## src/rtl/cmd_dispatcher.sv

```systemverilog
// cmd_dispatcher: decodes single-byte UART commands and sequences the test,
// sampler and sample-reader units over a level activate/done handshake.
// Only one unit is active at a time. Each phase has a timeout. An abort
// command is supported, and 0x23 runs the sampler and then the reader.
module cmd_dispatcher #(
  parameter int TIMEOUT_CYCLES = 50_000_000,
  parameter int CNT_W          = $clog2(TIMEOUT_CYCLES)
) (
  input  logic       clk_50mhz,
  input  logic       reset,
  input  logic [7:0] rx_data,
  input  logic       rx_ready,
  output logic       test_activate,
  input  logic       test_done,
  output logic       sampler_activate,
  input  logic       sampler_done,
  output logic       reader_activate,
  input  logic       reader_done,
  output logic [7:0] state,
  output logic       busy,
  output logic [7:0] result,
  output logic       dropped
);

  localparam logic [7:0] CMD_ABORT  = 8'h00;
  localparam logic [7:0] CMD_TEST   = 8'h11;
  localparam logic [7:0] CMD_SAMPLE = 8'h21;
  localparam logic [7:0] CMD_READ   = 8'h22;
  localparam logic [7:0] CMD_CHAIN  = 8'h23;

  localparam logic [7:0] RES_NONE    = 8'h00;
  localparam logic [7:0] RES_OK      = 8'hA0;
  localparam logic [7:0] RES_UNKNOWN = 8'hE1;
  localparam logic [7:0] RES_TIMEOUT = 8'hE2;
  localparam logic [7:0] RES_ABORTED = 8'hE3;

  localparam logic [CNT_W-1:0] CNT_LAST = CNT_W'(TIMEOUT_CYCLES - 1);

  typedef enum logic [1:0] {IDLE, RUN, DRAIN} fsm_t;

  fsm_t             fsm_q, fsm_d;
  logic [7:0]       phase_q, phase_d;
  logic             chain_q, chain_d;
  logic             abort_q, abort_d;
  logic [CNT_W-1:0] cnt_q, cnt_d;
  logic [7:0]       result_d;
  logic             dropped_d;
  logic             phase_done;
  logic             rx_abort;
  logic             rx_other;
  logic             abort_taken;

  assign rx_abort    = rx_ready && (rx_data == CMD_ABORT);
  assign rx_other    = rx_ready && (rx_data != CMD_ABORT);
  assign abort_taken = abort_q || rx_abort;

  // Select the done line that belongs to the current phase
  always_comb begin
    // NOTE: every always_comb output gets a default first so that no path
    // leaves it unassigned, which would otherwise infer a latch.
    phase_done = 1'b0;
    case (phase_q)
      CMD_TEST:   phase_done = test_done;
      CMD_SAMPLE: phase_done = sampler_done;
      CMD_READ:   phase_done = reader_done;
      default:    phase_done = 1'b0;
    endcase
  end

  // Next-state logic: phase sequencing, timeout, abort and result codes
  always_comb begin
    fsm_d     = fsm_q;
    phase_d   = phase_q;
    chain_d   = chain_q;
    abort_d   = abort_q;
    result_d  = result;
    dropped_d = 1'b0;
    // Saturating phase counter; it is cleared on every RUN or DRAIN entry.
    cnt_d     = (cnt_q == '1) ? cnt_q : cnt_q + 1'b1;

    case (fsm_q)
      IDLE: begin
        cnt_d   = '0;
        abort_d = 1'b0;
        chain_d = 1'b0;
        if (rx_ready) begin
          case (rx_data)
            CMD_TEST, CMD_SAMPLE, CMD_READ: begin
              fsm_d   = RUN;
              phase_d = rx_data;
            end
            CMD_CHAIN: begin
              fsm_d   = RUN;
              phase_d = CMD_SAMPLE;
              chain_d = 1'b1;
            end
            CMD_ABORT: ;
            default: result_d = RES_UNKNOWN;
          endcase
        end
      end

      RUN: begin
        dropped_d = rx_other;
        // An abort has priority over done, and done has priority over timeout.
        if (rx_abort) begin
          fsm_d   = DRAIN;
          abort_d = 1'b1;
          cnt_d   = '0;
        end else if (phase_done) begin
          fsm_d = DRAIN;
          cnt_d = '0;
        end else if (cnt_q == CNT_LAST) begin
          fsm_d    = IDLE;
          result_d = RES_TIMEOUT;
        end
      end

      DRAIN: begin
        dropped_d = rx_other;
        if (rx_abort) abort_d = 1'b1;
        if (!phase_done) begin
          if (chain_q && (phase_q == CMD_SAMPLE) && !abort_taken) begin
            fsm_d   = RUN;
            phase_d = CMD_READ;
            cnt_d   = '0;
          end else begin
            fsm_d    = IDLE;
            result_d = abort_taken ? RES_ABORTED : RES_OK;
          end
        end else if (cnt_q == CNT_LAST) begin
          fsm_d    = IDLE;
          result_d = RES_TIMEOUT;
        end
      end

      default: fsm_d = IDLE;
    endcase
  end

  // State and registered outputs; the activates are decoded from the next phase
  always_ff @(posedge clk_50mhz) begin
    // NOTE: sequential state uses non-blocking assignments so that every
    // flop samples the pre-edge values, independent of statement order.
    if (reset) begin
      fsm_q            <= IDLE;
      phase_q          <= 8'h00;
      chain_q          <= 1'b0;
      abort_q          <= 1'b0;
      cnt_q            <= '0;
      test_activate    <= 1'b0;
      sampler_activate <= 1'b0;
      reader_activate  <= 1'b0;
      state            <= 8'h00;
      busy             <= 1'b0;
      result           <= RES_NONE;
      dropped          <= 1'b0;
    end else begin
      fsm_q            <= fsm_d;
      phase_q          <= phase_d;
      chain_q          <= chain_d;
      abort_q          <= abort_d;
      cnt_q            <= cnt_d;
      test_activate    <= (fsm_d == RUN) && (phase_d == CMD_TEST);
      sampler_activate <= (fsm_d == RUN) && (phase_d == CMD_SAMPLE);
      reader_activate  <= (fsm_d == RUN) && (phase_d == CMD_READ);
      state            <= (fsm_d == IDLE) ? 8'h00 : phase_d;
      busy             <= (fsm_d != IDLE);
      result           <= result_d;
      dropped          <= dropped_d;
    end
  end

endmodule

```

## config.mk

```make
export PLATFORM = sky130hd
export DESIGN_NAME = cmd_dispatcher
export DESIGN_NICKNAME = d
export VERILOG_FILES = /design/src/rtl/cmd_dispatcher.sv
export SDC_FILE = /design/constraint.sdc
export NUM_CORES = 1
export LEC_CHECK = 0
export CORE_MARGIN = 10
export CORE_UTILIZATION = 50
export CTS_BUF_LIST = sky130_fd_sc_hd__clkbuf_4
export CTS_CLUSTER_SIZE = 30
export DETAILED_ROUTE_END_ITERATION = 12
export PLACE_DENSITY = 0.7
export SKIP_LAST_GASP = 1
export SYNTH_ARGS = -nofsm -noshare
export SYNTH_HDL_FRONTEND = slang
export SYNTH_SLANG_ARGS = --single-unit
```

## constraint.sdc

```tcl
create_clock -name clk_50mhz -period 9.38 [get_ports clk_50mhz]
set_clock_uncertainty 0.1 [all_clocks]
set_input_delay 2.814 -clock clk_50mhz [delete_from_list [all_inputs] [get_ports clk_50mhz]]
set_output_delay 2.814 -clock clk_50mhz [all_outputs]
set_load 0.01 [all_outputs]
```

; ---- Word-level counts from Yosys, hierarchy flattened
; Index checks and enable logic that the tools add are counted.
[word_totals]
regBits = 59
latchBits = 0
mem_bits_rw = 0
mem_bits_ro = 0
word_cells = 92
mem_count = 0
[op_classes]
n_addsub = 1
multipliers = 0
div_mod_pow = 0
magnitude_cmp = 0
eq_ne = 21
n_shift = 0
mux = 33
bitwise_logic = 1
n_reduce_logical = 24
[op_table]
columns = operator, count
row1 = two-way mux 26 bit, 5
row2 = two-way mux 8 bit, 10
row3 = case mux 26 bit (3 select lines), 1
row4 = equality test 8 x 6 -> 1 bit (second input constant), 7
row5 = equality test 26 bit (second input constant), 2
row6 = case mux 8 bit (2 select lines), 2
row7 = adder 26 x 1 -> 26 bit (second input constant), 1
row8 = equality test 8 x 5 -> 1 bit (second input constant), 3
row9 = case mux 8 bit (3 select lines), 1
row10 = two-way mux 2 bit, 6
row11 = zero test 8 bit, 1
row12 = inequality test 2 bit (second input constant), 4
row13 = nonzero test 8 bit, 1
row14 = logical AND 1 bit, 7
row15 = two-way mux 7 bit, 1
row16 = case mux 2 bit (3 select lines), 1
row17 = AND reduction 6 bit, 1
row18 = OR reduction 2 bit, 3
row19 = OR reduction 5 bit, 1
row20 = equality test 2 x 1 -> 1 bit (second input constant), 2
row21 = zero test 2 bit, 2
row22 = two-way mux 1 bit, 4
row23 = nonzero test 2 bit, 2
row24 = OR reduction 4 bit, 1
row25 = other kinds (11), 11

; ---- Depth between registers and ports, before layout
; Gate-level depths: netlist of run 1.
[logic_depth]
ltp_word = 10
mapped_depth = 9
depth_no_buf = 8

; ---- Least setup slack after synthesis of run 1
; OpenSTA, ideal clock, no wires.
[synth_path]
kind = input to register
from = input port rx_data[3]
to = register result[0]
setup_time_ns = 0.117
arrival_time_ns = 4.758
t_required_ns = 9.163
setup_slack_ns = 4.405
path_stages = 7
n_path_buf = 1
cell_sequence = nor4_1 -> and3_1 -> clkbuf_1 -> nor4_1 -> a211oi_2 -> o21ai_0 -> a32o_1
[synth_via]
elab_chain_cells = 7
[synth_rtl]
columns = element, line_no
row1 = "start, declared", 11  ; input logic [7:0] rx_data,
row2 = zero test 8 bit, "53, 87"
row3 = logical AND 1 bit, 53  ; assign rx_abort = rx_ready && (rx_data == CMD_ABORT);
row4 = logical OR 1 bit, 55  ; assign abort_taken = abort_q || rx_abort;
row5 = two-way mux 7 bit / zero test 1 bit (equally long branches), "129, 123"
row6 = two-way mux 8 bit / logical AND 1 bit (equally long branches), 123  ; if (chain_q && (phase_q == CMD_SAMPLE) && !abort_taken) begin
row7 = two-way mux 8 bit / inequality test 3 bit (equally long branches), n/a
row8 = case mux 8 bit (3 select lines) / AND reduction 6 bit (equally long branches), n/a
row9 = "end signal, assigned", 169  ; result <= result_d;
row10 = "end, declared", 21  ; output logic [7:0] result,
; Several ways; a longest one is shown, not always the timed one. The select of a mux whose other input is x is not followed.
; A chain may end at the register's enable or synchronous reset.

; ---- Worst setup path after layout of run 1
[layout_path]
from = input port rx_data[3]
to = register state[5]
[layout_via]
elab_chain_cells = 10
[layout_rtl]
columns = element, line_no
row1 = zero test 8 bit, 53
row2 = logical AND 1 bit, 53
row3 = logical OR 1 bit, 55
row4 = zero test 1 bit, 123
row5 = logical AND 1 bit, 123
row6 = two-way mux 1 bit, 123
row7 = two-way mux 2 bit, 122  ; if (!phase_done) begin
row8 = case mux 2 bit (3 select lines), 81  ; case (fsm_q)
row9 = zero test 2 bit, 167  ; state <= (fsm_d == IDLE) ? 8'h00 : phase_d;
row10 = OR reduction 2 bit (no source line), n/a
row11 = "end signal, assigned", 167
row12 = "end, declared", 19  ; output logic [7:0] state,
; Several ways; a longest one is shown, not always the timed one.

==> flow_summary.ini, run 1 <==
[status]
status = completed

[yosys]
async_reset_ff_share_pct = 0
ys_seq_area_share_pct = 39.8
syn_area_per_cell_um2 = 8.54
synthCells = 347
ys_types = 62
synth-main-ff-cell = dfxtp_1
synth_edf_count = 0
syn-cell-area_mm2 = 0.00296
synthTopCellsByArea = dfxtp_1 (40%), xnor2_1 (6.8%), nor2_1 (5.7%), a211oi_1 (3.8%), nand2_1 (3.2%)
synth_seq_cells = 59
yosys.area.top_type_share_pct = 39.8
yosysTopAreaCell = dfxtp_1
yosysWarnings = 0
syn_nets = 366

[hold_path]
whs_endpoint = chain_q$_SDFFE_PP0P_
hold_class = reg2reg
hold_start = chain_q$_SDFFE_PP0P_
holdPathStages = 2

[pwr]
ir_worst_vdd_mv = 0.0835
p_total_mw = 0.448
p_seq_share_pct = 56.4
clock_power_share_pct = 38.4
p_per_area_mw_per_mm2 = 129
comb_power_share_pct = 5.2
p_sw_share_pct = 23.8
p_int_mw = 0.342
p_switching_mw = 0.107
leakage_nw = 1.10

[critical_path]
rrSetupSlack_ps = 6320
crit_family = simple AND/OR/NAND/NOR gates
start_kind = primary input
rr_startpoint = phase_q[7]$_SDFF_PP0_
cpPeakStageDelay_ps = 730
path_buf_inv = 1
r2r-end = cnt_q[25]$_SDFF_PP0_
end_kind = register
critPathSlowestCell = nor4_1
path_max_fanout = 9
crit_chain = clkdlybuf4s50_1 > nor4_1 > and3_1 > or4_1 > o21ai_0 > a31oi_1 > a211oi_1
cp.required_ps = 9530
cp.arrival_ps = 5510
timing_worst_setup_path_type = in2reg
r2r_cells = 6

[timing]
drv_slew = 0
setup_violations = 0
slew_headroom_pct = 20.0
setup_ws_ps = 4010
hold_slack_ps = 364
worst_pin_slew_ps = 1180
hold_viol_final = 0
tns_ps = 0
max_freq_mhz = 186
rsz0062_at_grt = false
period_needed_ps = 5370
period_share_pct = 57.2

[place]
dpl_cell_area_mm2 = 0.00335
dp_slack_ps = 3630
routabilityCongestion = 0.834
dp_hpwl_um = 4990
port_buffers = 34

[global_route]
grt_antenna_before_repair = 0
grt_overflow = 0
grt_start_max_net_pins = 27
grt_pass1_vias = 2462
grt_usage_pct = 14.7
grt_first_pass_wirelength_um = 12000

[finish]
drive_above_1_share_pct = 6.77
stdcell_area_mm2 = 0.00347
final_nets = 399
area_growth_pct = 17.1
fill_cells = 493
multi_input_comb_area_mm2 = 0.00169
seqCellArea_mm2 = 0.00118
diodes = 0

[cts]
cts_hold_buf = 0
cts_root_buf = clkbuf_4
clkSinkCount = 59
path_clk_slew_ps = 100
clock_latency_ps = 400
cts_tree = built
h-tree-depth = 3
cts_setup_buffers = 0
cts_buffers = 9
cts_buffer_depth = 2
cts_resized = 0

[routing]
num_vias = 2654
drtIter0Drc = 146
wl_per_cell_um = 15.0
wl_um = 6850
drc = 0
dr.pass1.iters = 4
via_per_inst = 5.82
final_antenna_net_count = 0

[floorplanning]
io_pins = 35
placementRows = 27
core-area_mm2 = 0.00564
die_area_mm2 = 0.00941
die_y_um = 97.0
die_w_um = 97.0
start_util_pct = 52.5

[run]
maxCapViolCount = 0
==> flip-flops by register name, summed over array words and instances, names as in the netlist <==
name	flops
abort_q	1
busy	1
chain_q	1
cnt_q	26
dropped	1
fsm_q	2
phase_q	8
reader_activate	1
result	8
sampler_activate	1
state	8
test_activate	1
==> layout make-up <==
cell class | instances | area share, %
clock buffers | 9 | 1.95
clock inverters | 6 | 1.66
inverters | 11 | 1.19
multi-input cells | 264 | 48.6
flip-flops and latches | 59 | 34.0
well taps | 72 | 2.60
repair buffers | 35 | 10.0
==> cell families (layout without fill, tap and decap cells) <==
| group | after synthesis | after routing | synth area share [%] |
|---|---|---|---|
| AOI/OAI and AO/OA | 65 | 65 | 16.3 |
| xor gates and xnor gates | 24 | 24 | 7.09 |
| adders and majority gates | 5 | 5 | 2.11 |
| buffers and inverters | 24 | 61 | 3.29 |
| DFF | 59 | 59 | 39.8 |
| muxes | 1 | 1 | 0.338 |
| and+or+nand+nor | 169 | 169 | 31.0 |
==> power groups by stage <==
stage	sequential, mW	combinational (mW)	clock (mW)
final	0.253	0.0233	0.172
after detailed placement	0.258	0.0231	0
after floorplan	0.259	0.0104	0
after CTS	0.253	0.0233	0.176
after global placement	0.259	0.0228	0
after global routing	0.253	0.0254	0.188
==> worst max path at each step <==
stage | slack (ps) | from | end | cells past startpoint
global placement | 3670 | rx_data[3] | cnt_q[25]$_SDFF_PP0_ | 7
finish | 4010 | rx_data[3] | state[5]$_SDFF_PP0_ | 7
floorplan | 4400 | rx_data[3] | result[0]$_SDFFE_PP0P_ | 7
CTS | 4060 | rx_data[3] | state[5]$_SDFF_PP0_ | 7
global route | 3710 | rx_data[3] | cnt_q[25]$_SDFF_PP0_ | 7
detailed placement | 3630 | rx_data[3] | cnt_q[25]$_SDFF_PP0_ | 7
==> per-layer routing <==
layer | vias to the layer above | share of wire (%) | global-route usage, %
li1 | 1346 | - | -
met1 | 1222 | 48 | 20.0
met2 | 75 | 41 | 20.3
met3 | 11 | 8.9 | 5.75
met4 | 0 | 1.4 | 5.41
met5 | - | 0 | 0
==> worst register-to-register path, cell delays in order, from the launching register on <==
cell      delay [ps]
dfxtp_1          340
nor4_1           730
nand3_1          190
o41ai_1          620
nand3b_1         140
nand2_1          670
nor3_1           140
==> synth_stat cells (2+ instances only) <==
master	instances
a211oi_1	15
a21boi_0	2
a21oi_1	14
a31oi_1	2
and2_1	4
and3_1	6
and3b_1	2
clkbuf_1	11
dfxtp_1	59
ha_1	5
inv_1	11
nand2_1	25
nand2b_1	5
nand3_1	9
nand3b_1	5
nand4_1	8
nor2_1	45
nor2b_1	8
nor3_1	11
nor3b_1	2
nor4_1	15
nor4b_1	2
nor4bb_1	2
o2111ai_1	2
o211ai_1	2
o21ai_0	8
or2_2	4
or3_1	3
or4_1	5
xnor2_1	23
==> per-stage QoR <==
step	std cells	util (%)
after global routing	456	61.5
after floorplan	347	-
after CTS	456	61.5
after detailed placement	441	59.3
final	456	61.5
after global placement	441	59.3
==> placed cells by master, fill, tap and decap left out, types with 6 or more instances in the layout <==
cell type	count
a211oi_1	15
a21oi_1	14
and3_1	6
clkbuf_4	9
clkdlybuf4s50_1	34
dfxtp_1	59
inv_1	11
nand2_1	25
nand3_1	9
nand4_1	8
nor2_1	45
nor2b_1	8
nor3_1	11
nor4_1	15
o21ai_0	8
xnor2_1	23
No activity file was read; power rests on OpenSTA's default activity.
==> run 2: changes to the inputs <==
--- a/config.mk
+++ b/config.mk
@@ -10,7 +10,7 @@
 export CTS_BUF_LIST = sky130_fd_sc_hd__clkbuf_4
 export CTS_CLUSTER_SIZE = 30
 export DETAILED_ROUTE_END_ITERATION = 12
-export PLACE_DENSITY = 0.7
+export PLACE_DENSITY = 0.72
 export SKIP_LAST_GASP = 1
 export SYNTH_ARGS = -nofsm -noshare
 export SYNTH_HDL_FRONTEND = slang
==> constraint.sdc (replaced) <==
create_clock -name clk_50mhz -period 4.9 [get_ports clk_50mhz]
set_clock_uncertainty 0.1 [all_clocks]
set_input_delay 1.47 -clock clk_50mhz [delete_from_list [all_inputs] [get_ports clk_50mhz]]
set_output_delay 1.47 -clock clk_50mhz [all_outputs]
set_load 0.01 [all_outputs]
==> run 2 against run 1 <==
Compared with the run above:
- die area is the same
- sequential share of layout area shrank 0.44 points
- register-to-register slack lost 4500 ps
- flip-flop and latch count is the same
- worst hold slack gained 8.2 ps
- combinational power grew 94%
- setup slack lost 3100 ps
- core utilization grew 0.80 points
- first-iteration DRC count grew 49%
- global-route usage shrank 0.13 points
- total power grew 100%
==> flow_summary.ini, run 2 (synthesized netlist as in run 1, its figures left out) <==
[finish]
largest_register_ff_count = 26
drive_above_1_share_pct = 7.24
final_nets = 401
seqCellArea_mm2 = 0.00118
most-common-layout-cells = dfxtp_1 (59), nor2_1 (45), clkdlybuf4s50_1 (34)
stdcell_area_mm2 = 0.00352
area_growth_pct = 18.6
final_common_cell = dfxtp_1
diodes = 0
fill_cells = 527
multi_input_comb_area_mm2 = 0.00169
regMostFlops = cnt_q

[pwr]
comb_power_share_pct = 5.0
p_sw_share_pct = 21.4
p_int_mw = 0.714
ir_worst_vdd_mv = 0.211
p_switching_mw = 0.194
p_per_area_mw_per_mm2 = 258
leakage_nw = 1.11
p_total_mw = 0.908
p_seq_share_pct = 53.3
clock_power_share_pct = 41.7

[timing]
hold_viol_final = 0
period_needed_ps = 3960
drv_slew = 0
setup_violations = 0
max_freq_mhz = 252
tns_ps = 0
slew_headroom_pct = 20.6
period_share_pct = 80.9
worst_pin_slew_ps = 1170
rsz0062_at_grt = false

[routing]
via_per_inst = 5.79
final_antenna_net_count = 0
route.met3.wl_um = 562
wl_per_cell_um = 15.3
drt-met1-wl_um = 3300
drc = 0
drtIter0Drc = 218
num_vias = 2656
maxUsedRoutingLayer = met4
wl_um = 7020
wl_met2_um = 3090
dr.pass1.iters = 4

[cts]
h-tree-depth = 3
path_clk_slew_ps = 90
cts_buffer_depth = 2
cts_tree = built
cts_setup_buffers = 0
clock_latency_ps = 390
cts_hold_buf = 0
cts_buffers = 9
cts_resized = 0
clkSinkCount = 59
cts_root_buf = clkbuf_4

[floorplanning]
die_w_um = 97.0
io_pins = 35
core-area_mm2 = 0.00564
die_y_um = 97.0
start_util_pct = 52.5
placementRows = 27
die_area_mm2 = 0.00941

[critical_path]
cp.arrival_ps = 4140
path_buf_inv = 2
r2r_cells = 7
end_kind = register
path_max_fanout = 15
start_kind = primary input
critPathSlowestCell = o41ai_1
timing_worst_setup_path_type = in2reg
crit_family = simple AND/OR/NAND/NOR gates
cpPeakStageDelay_ps = 780
crit_chain = clkdlybuf4s50_1 > nor4_1 > and3_1 > o41ai_1 > nand3b_1 > nand2_1 > buf_4 > nor2_1
path_depth = 8
cp.required_ps = 5080

[place]
dp_hpwl_um = 5210
routabilityCongestion = 0.874
dpl_cell_area_mm2 = 0.00336
port_buffers = 34

[global_route]
grt_pass1_vias = 2486
grt_first_pass_wirelength_um = 11900
grt_usage_pct = 14.6
grt_antenna_before_repair = 0
grt_overflow = 0
grt_start_max_net_pins = 16

[hold_path]
holdPathStages = 1
hold_class = reg2reg

[run]
maxCapViolCount = 0

[status]
status = completed
[run 2: cell count changes in the layout (fill, tap and decap cells not counted), sizes merged]
cell	before	now
bufinv	1	2
clkinvlp	0	1
clkbuf	9	10
clkinv	5	3
buf	1	3
[run 2: through the flow]
step | std cells | util (%) | worst slack, ps | hold WS [ps]
4_1_cts | 459 | 62.3 | 1000 | 372
3_5_place_dp | 443 | 59.6 | 585 | 343
2_1_floorplan | 347 | - | 1270 | 327
6_report | 459 | 62.3 | 935 | 373
3_3_place_gp | 443 | 59.6 | 661 | 343
5_1_grt | 459 | 62.3 | 601 | 401
[run 2: worst paths after layout]
kind / from / end / slack [ps]
worst max register to register: phase_q[7]$_SDFF_PP0_ / cnt_q[16]$_SDFF_PP0_ / 1860
worst min-delay path: result[2]$_SDFFE_PP0P_ / result[2]$_SDFFE_PP0P_ / 370
worst max-delay path: rx_data[0] / cnt_q[16]$_SDFF_PP0_ / 940
worst min register to register: result[2]$_SDFFE_PP0P_ / result[2]$_SDFFE_PP0P_ / 370
[run 2: power by group through the flow]
| stage | clock, mW | combinational [mW] | sequential (mW) |
|---|---|---|---|
| after global placement | 0 | 0.0441 | 0.495 |
| final | 0.379 | 0.0452 | 0.484 |
| after global routing | 0.410 | 0.0497 | 0.484 |
| after floorplan | 0 | 0.0199 | 0.496 |
| after detailed placement | 0 | 0.0450 | 0.495 |
| after CTS | 0.390 | 0.0452 | 0.484 |
[run 2: final cells by class]
type	instances	area share (%)
multi-input cells	264	47.9
well taps	72	2.56
flip-flops and latches	59	33.6
repair buffers	37	10.3
clock inverters	6	2.28
clock buffers	10	2.14
inverters	11	1.17
[run 2: routing by layer]
metal	vias to the layer above	global-route usage (%)
met3	6	5.68
met5	-	0
met4	0	4.96
li1	1345	-
met1	1234	19.2
met2	71	21.1
